## src/rtl/io_responder.sv

```systemverilog
// io_responder: memory-mapped I/O peripheral with inbound FIFO, outbound data register and interrupt handshake.
module io_responder #(
    parameter int DATA_W = 32,
    parameter int DEPTH  = 8
) (
    input  logic              clk,
    input  logic              rst,
    input  logic              io_cs,
    input  logic              io_rd,
    input  logic              io_wr,
    input  logic [31:0]       addr,
    input  logic [DATA_W-1:0] wdata,
    output logic [DATA_W-1:0] io_out,
    output logic              intr,
    input  logic              intr_ack,
    input  logic              in_valid,
    output logic              in_ready,
    input  logic [DATA_W-1:0] in_data,
    output logic              out_valid,
    input  logic              out_ready,
    output logic [DATA_W-1:0] out_data
);
    localparam int AW = $clog2(DEPTH);

    typedef enum logic [1:0] {IDLE, REQ, SERVICE} state_t;

    state_t            state, state_nx;
    logic [DATA_W-1:0] mem [DEPTH];
    logic [AW:0]       wptr, rptr, count;
    logic              ie, underflow, overflow, empty, full;
    logic              rd, wr, pop, push, flush, ctrl_wr, dout_wr;
    logic [1:0]        sel;
    logic [DATA_W-1:0] status;
    logic              unused;

    assign unused  = ^{addr[31:4], addr[1:0], wdata[DATA_W-1:3]};
    assign sel     = addr[3:2];
    assign rd      = io_cs && io_rd;
    assign wr      = io_cs && io_wr;
    assign ctrl_wr = wr && sel == 2'd3;
    assign dout_wr = wr && sel == 2'd1;
    assign flush   = ctrl_wr && wdata[1];
    assign count   = wptr - rptr;
    assign empty   = wptr == rptr;
    // Pointers carry one extra wrap bit so full and empty differ only in the MSB.
    assign full    = wptr[AW] != rptr[AW] && wptr[AW-1:0] == rptr[AW-1:0];
    assign in_ready = !full;
    assign push    = in_valid && in_ready;
    assign pop     = rd && sel == 2'd0 && !empty;
    assign intr    = state == REQ;
    assign status  = {{(DATA_W-AW-7){1'b0}}, count, underflow, overflow, out_valid, full, empty, ie};

    always_comb begin
        io_out = !rd           ? '0 :
                 sel == 2'd0   ? (empty ? '0 : mem[rptr[AW-1:0]]) :
                 sel == 2'd1   ? out_data :
                 sel == 2'd2   ? status :
                                 {{(DATA_W-1){1'b0}}, ie};
    end

    always_comb begin
        state_nx = state == IDLE ? ((ie && !empty) ? REQ : IDLE) :
                   state == REQ  ? (intr_ack ? SERVICE : (!ie ? IDLE : REQ)) :
                                   ((empty || !ie) ? IDLE : SERVICE);
    end

    always_ff @(posedge clk) begin
        if (push)
            mem[wptr[AW-1:0]] <= in_data;
    end

    always_ff @(posedge clk or posedge rst) begin
        if (rst) begin
            state     <= IDLE;
            wptr      <= '0;
            rptr      <= '0;
            ie        <= 1'b0;
            underflow <= 1'b0;
            overflow  <= 1'b0;
            out_valid <= 1'b0;
            out_data  <= '0;
        end else begin
            state <= state_nx;
            if (flush) begin
                wptr <= '0;
                rptr <= '0;
            end else begin
                if (push)
                    wptr <= wptr + (AW+1)'(1);
                if (pop)
                    rptr <= rptr + (AW+1)'(1);
            end
            if (ctrl_wr)
                ie <= wdata[0];
            if (ctrl_wr && wdata[2]) begin
                underflow <= 1'b0;
                overflow  <= 1'b0;
            end
            if (rd && sel == 2'd0 && empty)
                underflow <= 1'b1;
            // A store may land in the same cycle the consumer takes the old word.
            if (dout_wr && out_valid && !out_ready)
                overflow <= 1'b1;
            if (dout_wr && !(out_valid && !out_ready)) begin
                out_data  <= wdata;
                out_valid <= 1'b1;
            end else if (out_valid && out_ready) begin
                out_valid <= 1'b0;
            end
        end
    end
endmodule

```

## config.mk

```make
export PLATFORM = sky130hd
export DESIGN_NAME = io_responder
export DESIGN_NICKNAME = d
export VERILOG_FILES = /design/src/rtl/io_responder.sv
export SDC_FILE = /design/constraint.sdc
export NUM_CORES = 1
export LEC_CHECK = 0
export CORE_ASPECT_RATIO = 1.5
export CORE_MARGIN = 5
export CORE_UTILIZATION = 49
export CTS_CLUSTER_SIZE = 16
export DETAILED_ROUTE_END_ITERATION = 10
export PLACE_DENSITY = 0.76
export SYNTH_ARGS = -nofsm -noshare
export SYNTH_HDL_FRONTEND = slang
export SYNTH_SLANG_ARGS = --single-unit
```

## constraint.sdc

```tcl
create_clock -name clk -period 4.3 [get_ports clk]
set_clock_uncertainty 0.1 [all_clocks]
set_input_delay 0.86 -clock clk [delete_from_list [all_inputs] [get_ports clk]]
set_output_delay 0.86 -clock clk [all_outputs]
set_load 0.02 [all_outputs]
```

**Word-level counts from Yosys, hierarchy flattened**

Memory sizes are Yosys's and may differ from the RTL's.
Index checks and enable logic that the tools add are counted.

- Add/subtract/negate cells: 3
- Equal/unequal tests: 7
- Mux-type cells: 22
- Reduce and logical (&&, ||, !) cells: 30

Operators by type and width:

| operator | count |
|---|---|
| $mux 32 | 4 |
| $logic_and 1x1->1 | 17 |
| $mux 4 | 4 |
| $mux 10 | 1 |
| $reduce_bool 2->1 | 5 |
| $mux 1 | 9 |
| $add 4x1->4 const B | 2 |
| $mux 2 | 4 |
| $logic_not 1->1 | 5 |
| $eq 2x1->1 const B | 2 |
| $eq 2x2->1 const B | 2 |
| $eq 4x4->1 | 1 |
| $logic_not 2->1 | 2 |
| $sub 4x4->4 | 1 |
| $eq 3x3->1 | 1 |
| $logic_or 1x1->1 | 1 |
| $ne 1x1->1 | 1 |

- Bits in registers: 46
- Bits in writable memories: 256
- Output and inout bits: 67
- Word-level logic and storage cells: 71
- Memories kept: 1

Memory list:

| memory | depth | width | rd ports | clocked after Yosys merged registers in | write ports | RTL line | source |
|---|---|---|---|---|---|---|---|
| mem | 8 | 32 | 1 | 0 | 1 | 28 | `logic [DATA_W-1:0] mem [DEPTH];` |

**Depth between registers and ports, before layout**

Gate-level depths: netlist (run 1).

- Depth after elaboration: 6
- Gate-level depth with buffers: 11

**Worst setup path before layout (run 1)**

Ideal clock, no wire load.

- Path kind: register to register
- From: register rptr[1]
- To: memory mem[0][0] (enable)
- Setup time: 0.461 ns
- Data arrival time: 4.289 ns
- Required time: 3.739 ns
- Slack: -0.550 ns
- Stages on the path, launching flop included: 11
- Period minus slack after synthesis: 4.850 ns
- Path through: dfrtp_1 > buf_6 > buf_2 > buf_2 > inv_1 > ha_1 > and3_1 > buf_2 > nand2_1 > nand3_1 > nor3_1

- Cells in the longest elaborated chain, start to end: 6

Ends and longest elaborated chain:

| item | RTL line | source |
|---|---|---|
| from (decl) | 29 | `logic [AW:0] wptr, rptr, count;` |
| from (signal assigned) | 91 | `rptr <= rptr + (AW+1)'(1);` |
| $eq 3x3->1 | 46 | `assign full = wptr[AW] != rptr[AW] && wptr[AW-1:0] == rptr[AW-1:0];` |
| $logic_and 1x1->1 | 46 |  |
| $logic_not 1->1 | 47 | `assign in_ready = !full;` |
| named net in_ready | 17 | `output logic in_ready,` |
| $logic_and 1x1->1 | 48 | `assign push = in_valid && in_ready;` |
| $mux 1 | 68 | `if (push)` |
| $mux 1 (not written as such) | 69 | `mem[wptr[AW-1:0]] <= in_data;` |
| to (decl) | 28 |  |

The timed path passes the listed nets, and every way through them passes these cells.

**Worst setup path after layout (run 1)**

- From: input port addr[2]
- To: output port io_out[15]

- Cells in the longest elaborated chain, start to end: 4
- Elaborated cells between the ends (all ways): 5
- Classes of those cells: 1 x eq/ne; 3 x mux; 1 x reduce/logical

Ends and longest elaborated chain:

| item | RTL line | source |
|---|---|---|
| from (decl) | 11 | `input logic [31:0] addr,` |
| $eq 2x1->1 | 56 | `sel == 2'd1 ? out_data :` |
| $mux 32 | 56 |  |
| $mux 32 (*) | 55 | `sel == 2'd0 ? (empty ? '0 : mem[rptr[AW-1:0]]) :` |
| $mux 32 (*) | 54 | `io_out = !rd ? '0 :` |
| to (decl) | 13 | `output logic [DATA_W-1:0] io_out,` |

Every way passes the cells marked *; elsewhere a longest branch is shown, timed or not.

==> flow_metrics.tcl, run 1 <==
set metrics [dict create \
    core_area_um2 24400 \
    leakage_uw 0.00500 \
    fill_cells 1658 \
    cts_sinks 302 \
    synth_area_leaders "edfxtp_1 63%, mux4_2 11%, dfrtp_1 9.5%" \
    grt_max_degree 66 \
    rsz0062_at_grt "false" \
    mostFrequentLayoutCells "256 x edfxtp_1, 139 x clkdlybuf4s50_1, 60 x mux4_2" \
    port_buffers 140 \
    tritoncts "yes" \
    diodes 0 \
    gp_congestion 0.892 \
    ys_warn_count 0 \
    reg2reg_slack_ns 1.17 \
    seq_area_frac_synth 0.729 \
    netlist_area_um2 12100 \
    cp_slowest_stage_delay_ns 0.63 \
    track_usage 0.189 \
    fin_crit_ns 4.15 \
    yosysTopAreaCell "edfxtp_1" \
    critPathBufInv 3 \
    setup_viol_count_final 0 \
    hold_buffers 0 \
    avgSynthCellArea_um2 19.6 \
    critPathLaunchType "input port" \
    die_width_um 138 \
    hold_path_end "out_data[20]$_DFFE_PP0P_" \
    timing.rr.start "rptr[2]$_DFFE_PP0P_" \
    cts_resized 1 \
    yosysTopAreaCellShare 0.634 \
    crit_slowest_cell "clkdlybuf4s50_1" \
    fp.dieH_um 203 \
    synth_edf_count 256 \
    htreeDepth 1 \
    ff2ff_path_depth 7 \
    worstReg2RegEnd "mem[5][1]$_DFFE_PP_" \
    die_area_um2 28100 \
    synth_ff_type "edfxtp_1" \
    grt_pass1_wl_um 40900 \
    syn2layout_area_growth_pct 23.5 \
    relSlewSlack 0.376 \
    ioPinCount 171 \
    drive_gt1_frac 0.244 \
    post_drt_wl_per_cell_um 23.7 \
    via_per_inst 5.75 \
    final-instance-count-excl-fill 1120 \
    drtIter0Drc 526 \
    cts_setup_buffers 0 \
    power_density_nw_per_um2 597 \
    root_buffer "clkbuf_16" \
    nets 887 \
    crit_top_cell "clkdlybuf4s50_1" \
    insertion_delay_ns 0.52 \
    syn_nets 727 \
    place_inst 1072 \
    slew_violations 0 \
    setup_tns_ns 0 \
    worstHoldStart "out_data[20]$_DFFE_PP0P_" \
    hold_depth 1 \
    wl_um 26600 \
    register_area_um2 8850 \
    worst_pin_slew_ns 0.937 \
    ys_async_sr_fraction 0.152 \
    timing.fmax_mhz 241 \
    cp_max_fo 19 \
    fin_crit_sh 0.966 \
    maxCapViolations 0 \
    critical_path.cell_chain "clkdlybuf4s50_1 > or2_1 > a211oi_4 > buf_4 > a22o_1 > clkdlybuf4s50_1" \
    hold_violations 0 \
    critical_path_class "in -> out" \
    antenna_left 0 \
    yosysUniqueCellTypes 45 \
    initial_utilization 0.496 \
    rows 70 \
    clk_path_buf_depth 3 \
    crit_required_ns 3.34 \
    vias 6442 \
    path_delay_family "buffers and inverters" \
    drcViolationCount 0 \
    grt_antenna_before_repair 0 \
    cp-end-kind "output pin" \
    worstPathArrival_ns 3.19 \
    final_common_cell "edfxtp_1" \
    cts_buffers 27 \
    overflow 0 \
    hp-class "reg -> reg" \
    syn_inst 617 \
    post-dp-hpwl_um 16500 \
    multi_input_area_um2 3150 \
    grt_pass1_vias 7003 \
    vdd_drop_max_mv 0.365 \
    dr.pass1.iters 4 \
    clkSlewWorstSetupHoldPaths_ns 0.06 \
    status "finished, final reports clean" \
    ys_seq_elements 302 \
]
area by class of cell:
| class | instances | area share |
|---|---|---|
| Timing Repair Buffer | 163 | 0.107 |
| Tap cell | 324 | 0.0271 |
| Clock inverter | 15 | 0.0151 |
| Sequential cell | 302 | 0.591 |
| Inverter | 9 | 0.00226 |
| Multi-Input combinational cell | 274 | 0.211 |
| Clock buffer | 33 | 0.0466 |
worst max path at each step:
stage | startpoint | end | slack [ns] | cells past startpoint
after global placement | addr[2] | io_out[0] | 0.14 | 7
after CTS | wptr[1]$_DFFE_PP0P_ | io_out[1] | 0.03 | 6
after floorplan | rptr[1]$_DFFE_PP0P_ | mem[2][0]$_DFFE_PP_ | 0.30 | 10
final | addr[2] | io_out[15] | 0.15 | 6
after detailed placement | addr[2] | io_out[0] | 0.1 | 7
after global routing | rptr[2]$_DFFE_PP0P_ | io_out[1] | 0.004 | 7
stage by stage:
step / cell area [um^2] / power, uW / utilization / setup WS, ns / hold WS, ns
2_1_floorplan: 12100 / 5610 / - / 0.301 / 0.348
4_1_cts: 15000 / 9040 / 0.612 / 0.0291 / 0.437
5_1_grt: 15000 / 9350 / 0.612 / 0.00378 / 0.460
3_3_place_gp: 14000 / 6420 / 0.574 / 0.139 / 0.399
3_5_place_dp: 14000 / 6530 / 0.574 / 0.0975 / 0.420
6_report: 15000 / 8940 / 0.612 / 0.147 / 0.427
registers in the layout, summed over array words and instances (netlist names):
signal / flops
state: 2
underflow: 1
overflow: 1
mem: 256
rptr: 4
wptr: 4
ie: 1
out_data: 32
out_valid: 1
metal layers:
metal	vias to the layer above	GRT usage	wire length (um)
met3	41	0.0287	1520
met2	227	0.352	14400
met4	0	0.0505	606
li1	2828	-	-
met1	3346	0.229	10000
met5	-	0	0
kinds of logic after synthesis:
logic type      synth area share
fa+ha+maj                0.00681
compound gates            0.0415
buf+inv                   0.0176
mux                        0.172
flops                      0.729
xor+xnor                 0.00496
simple gates              0.0283
report_power, final:
group | switching [uW] | internal, uW
clock network | 984 | 1510
logic | 1340 | 1200
registers | 208 | 3700
synth_stat cells, types with 4 or more instances:
library cell  number
a21oi_1           12
a221oi_1           5
a222oi_1           4
a22o_1            22
and3_1             5
buf_2             15
buf_4              7
clkbuf_1           8
dfrtp_1           46
edfxtp_1         256
ha_1               5
inv_1              9
mux2_2            54
mux2i_1           10
mux4_2            60
nand2_1           14
nand2b_1           7
nand3_1            7
nor2_1            22
nor2b_1            5
o21ai_0            7
Note: power is estimated with default switching activity, not from simulation.
==> run 2: changes to the inputs <==
SLEW_MARGIN = 30   (was unset)
==> flow_metrics.tcl, run 2 (same netlist as run 1, synthesis figures left out) <==
set metrics [dict create \
    htreeDepth 1 \
    cp_slowest_stage_delay_ns 0.71 \
    cts_setup_buffers 0 \
    cp-end-kind "output pin" \
    dr.pass1.iters 5 \
    insertion_delay_ns 0.52 \
    power_density_nw_per_um2 597 \
    post_drt_wl_per_cell_um 23.7 \
    mostFrequentLayoutCells "256 x edfxtp_1, 139 x clkdlybuf4s50_1, 60 x mux4_2" \
    port_buffers 140 \
    cp_max_fo 14 \
    hold-worst-slack_ns 0.427 \
    crit_slowest_cell "clkdlybuf4s50_1" \
    ioPinCount 171 \
    critPathLaunchType "input port" \
    dp_slack_ns 0.0975 \
    worst_pin_slew_ns 0.936 \
    clkSlewWorstSetupHoldPaths_ns 0.06 \
    vdd_drop_max_mv 0.365 \
    largest_register_ffs 256 \
    leakage_uw 0.00500 \
    nets 887 \
    hold_violations 0 \
    overflow 0 \
    fin_crit_ns 4.15 \
    setup_viol_count_final 0 \
    status "finished, final reports clean" \
    clk_path_buf_depth 3 \
    cts_sinks 302 \
    rows 70 \
    p_total_uw 8940 \
    wl_um 26500 \
    slew_violations 0 \
    antenna_left 0 \
    worstPathArrival_ns 3.19 \
    path_delay_family "buffers and inverters" \
    grt_pass1_wl_um 40900 \
    track_usage 0.189 \
    drive_gt1_frac 0.244 \
    critical_path.cell_chain "clkdlybuf4s50_1 > inv_1 > nor3_2 > buf_4 > a22o_1 > clkdlybuf4s50_1" \
    post-dp-hpwl_um 16500 \
    tritoncts "yes" \
    syn2layout_area_growth_pct 23.5 \
    crit_required_ns 3.34 \
    via_per_inst 5.76 \
    fp.dieH_um 203 \
    diodes 0 \
    grt_antenna_before_repair 0 \
    grt_pass1_vias 7003 \
    hold_buffers 0 \
    cts_resized 1 \
    fill_cells 1659 \
    root_buffer "clkbuf_16" \
    maxCapViolations 0 \
    drtIter0Drc 526 \
    timing.fmax_mhz 241 \
    cts_buffers 27 \
    rsz0062_at_grt "false" \
    critPathBufInv 4 \
    setup_tns_ns 0 \
    gp_congestion 0.892 \
    final-instance-count-excl-fill 1120 \
    crit_top_cell "clkdlybuf4s50_1" \
    relSlewSlack 0.376 \
    critical_path_class "in -> out" \
    hp-class "reg -> reg" \
    drcViolationCount 0 \
    vias 6448 \
    fin_crit_sh 0.966 \
    core_area_um2 24400 \
    fin_ws_ns 0.146 \
    die_width_um 138 \
    place_inst 1072 \
    initial_utilization 0.496 \
    grt_max_degree 66 \
    die_area_um2 28100 \
    final_common_cell "edfxtp_1" \
]
-- run 2: worst register-to-register path, stage by stage (launching register included) --
cell and delay (ns):
dfrtp_2 0.40, inv_1 0.17, ha_1 0.33, and3_2 0.32, nand2_1 0.16, nand3_1 0.29
nor2_4 0.60, buf_4 0.42
-- run 2: layout make-up --
class,count,area (um^2),area share
sequential,302,8850,0.591
clock inverter,15,226,0.0151
multi-input combinational,274,3150,0.211
inverter,9,35.0,0.00234
clock buffer,33,698,0.0466
tap,324,405,0.0271
timing repair buffer,163,1600,0.107
-- run 2: path summary, 6_finish.rpt --
path	startpoint	end	slack [ns]	cells past startpoint
worst max register to register	rptr[2]$_DFFE_PP0P_	mem[5][1]$_DFFE_PP_	1.17	7
max in group asynchronous	rst	out_data[12]$_DFFE_PP0P_	2.79	3
min in group asynchronous	rst	out_data[23]$_DFFE_PP0P_	0.65	2
worst max-delay path	addr[2]	io_out[28]	0.15	6
worst min register to register	out_data[20]$_DFFE_PP0P_	out_data[20]$_DFFE_PP0P_	0.43	1
worst min-delay path	out_data[20]$_DFFE_PP0P_	out_data[20]$_DFFE_PP0P_	0.43	1
-- run 2: through the flow --
stage	utilization	cell area [um^2]
2_1_floorplan	-	12100
3_3_place_gp	0.574	14000
3_5_place_dp	0.574	14000
4_1_cts	0.612	15000
5_1_grt	0.613	15000
6_report	0.613	15000
-- run 2: where the power goes --
part | internal, uW | switching (uW)
logic | 1200 | 1340
clock network | 1510 | 983
registers | 3700 | 208
-- run 2: routing by layer --
| metal | part of all wire | track usage |
|---|---|---|
| met5 | 0 | 0 |
| met2 | 0.54 | 0.352 |
| met4 | 0.023 | 0.0505 |
| met1 | 0.38 | 0.229 |
| met3 | 0.058 | 0.0287 |
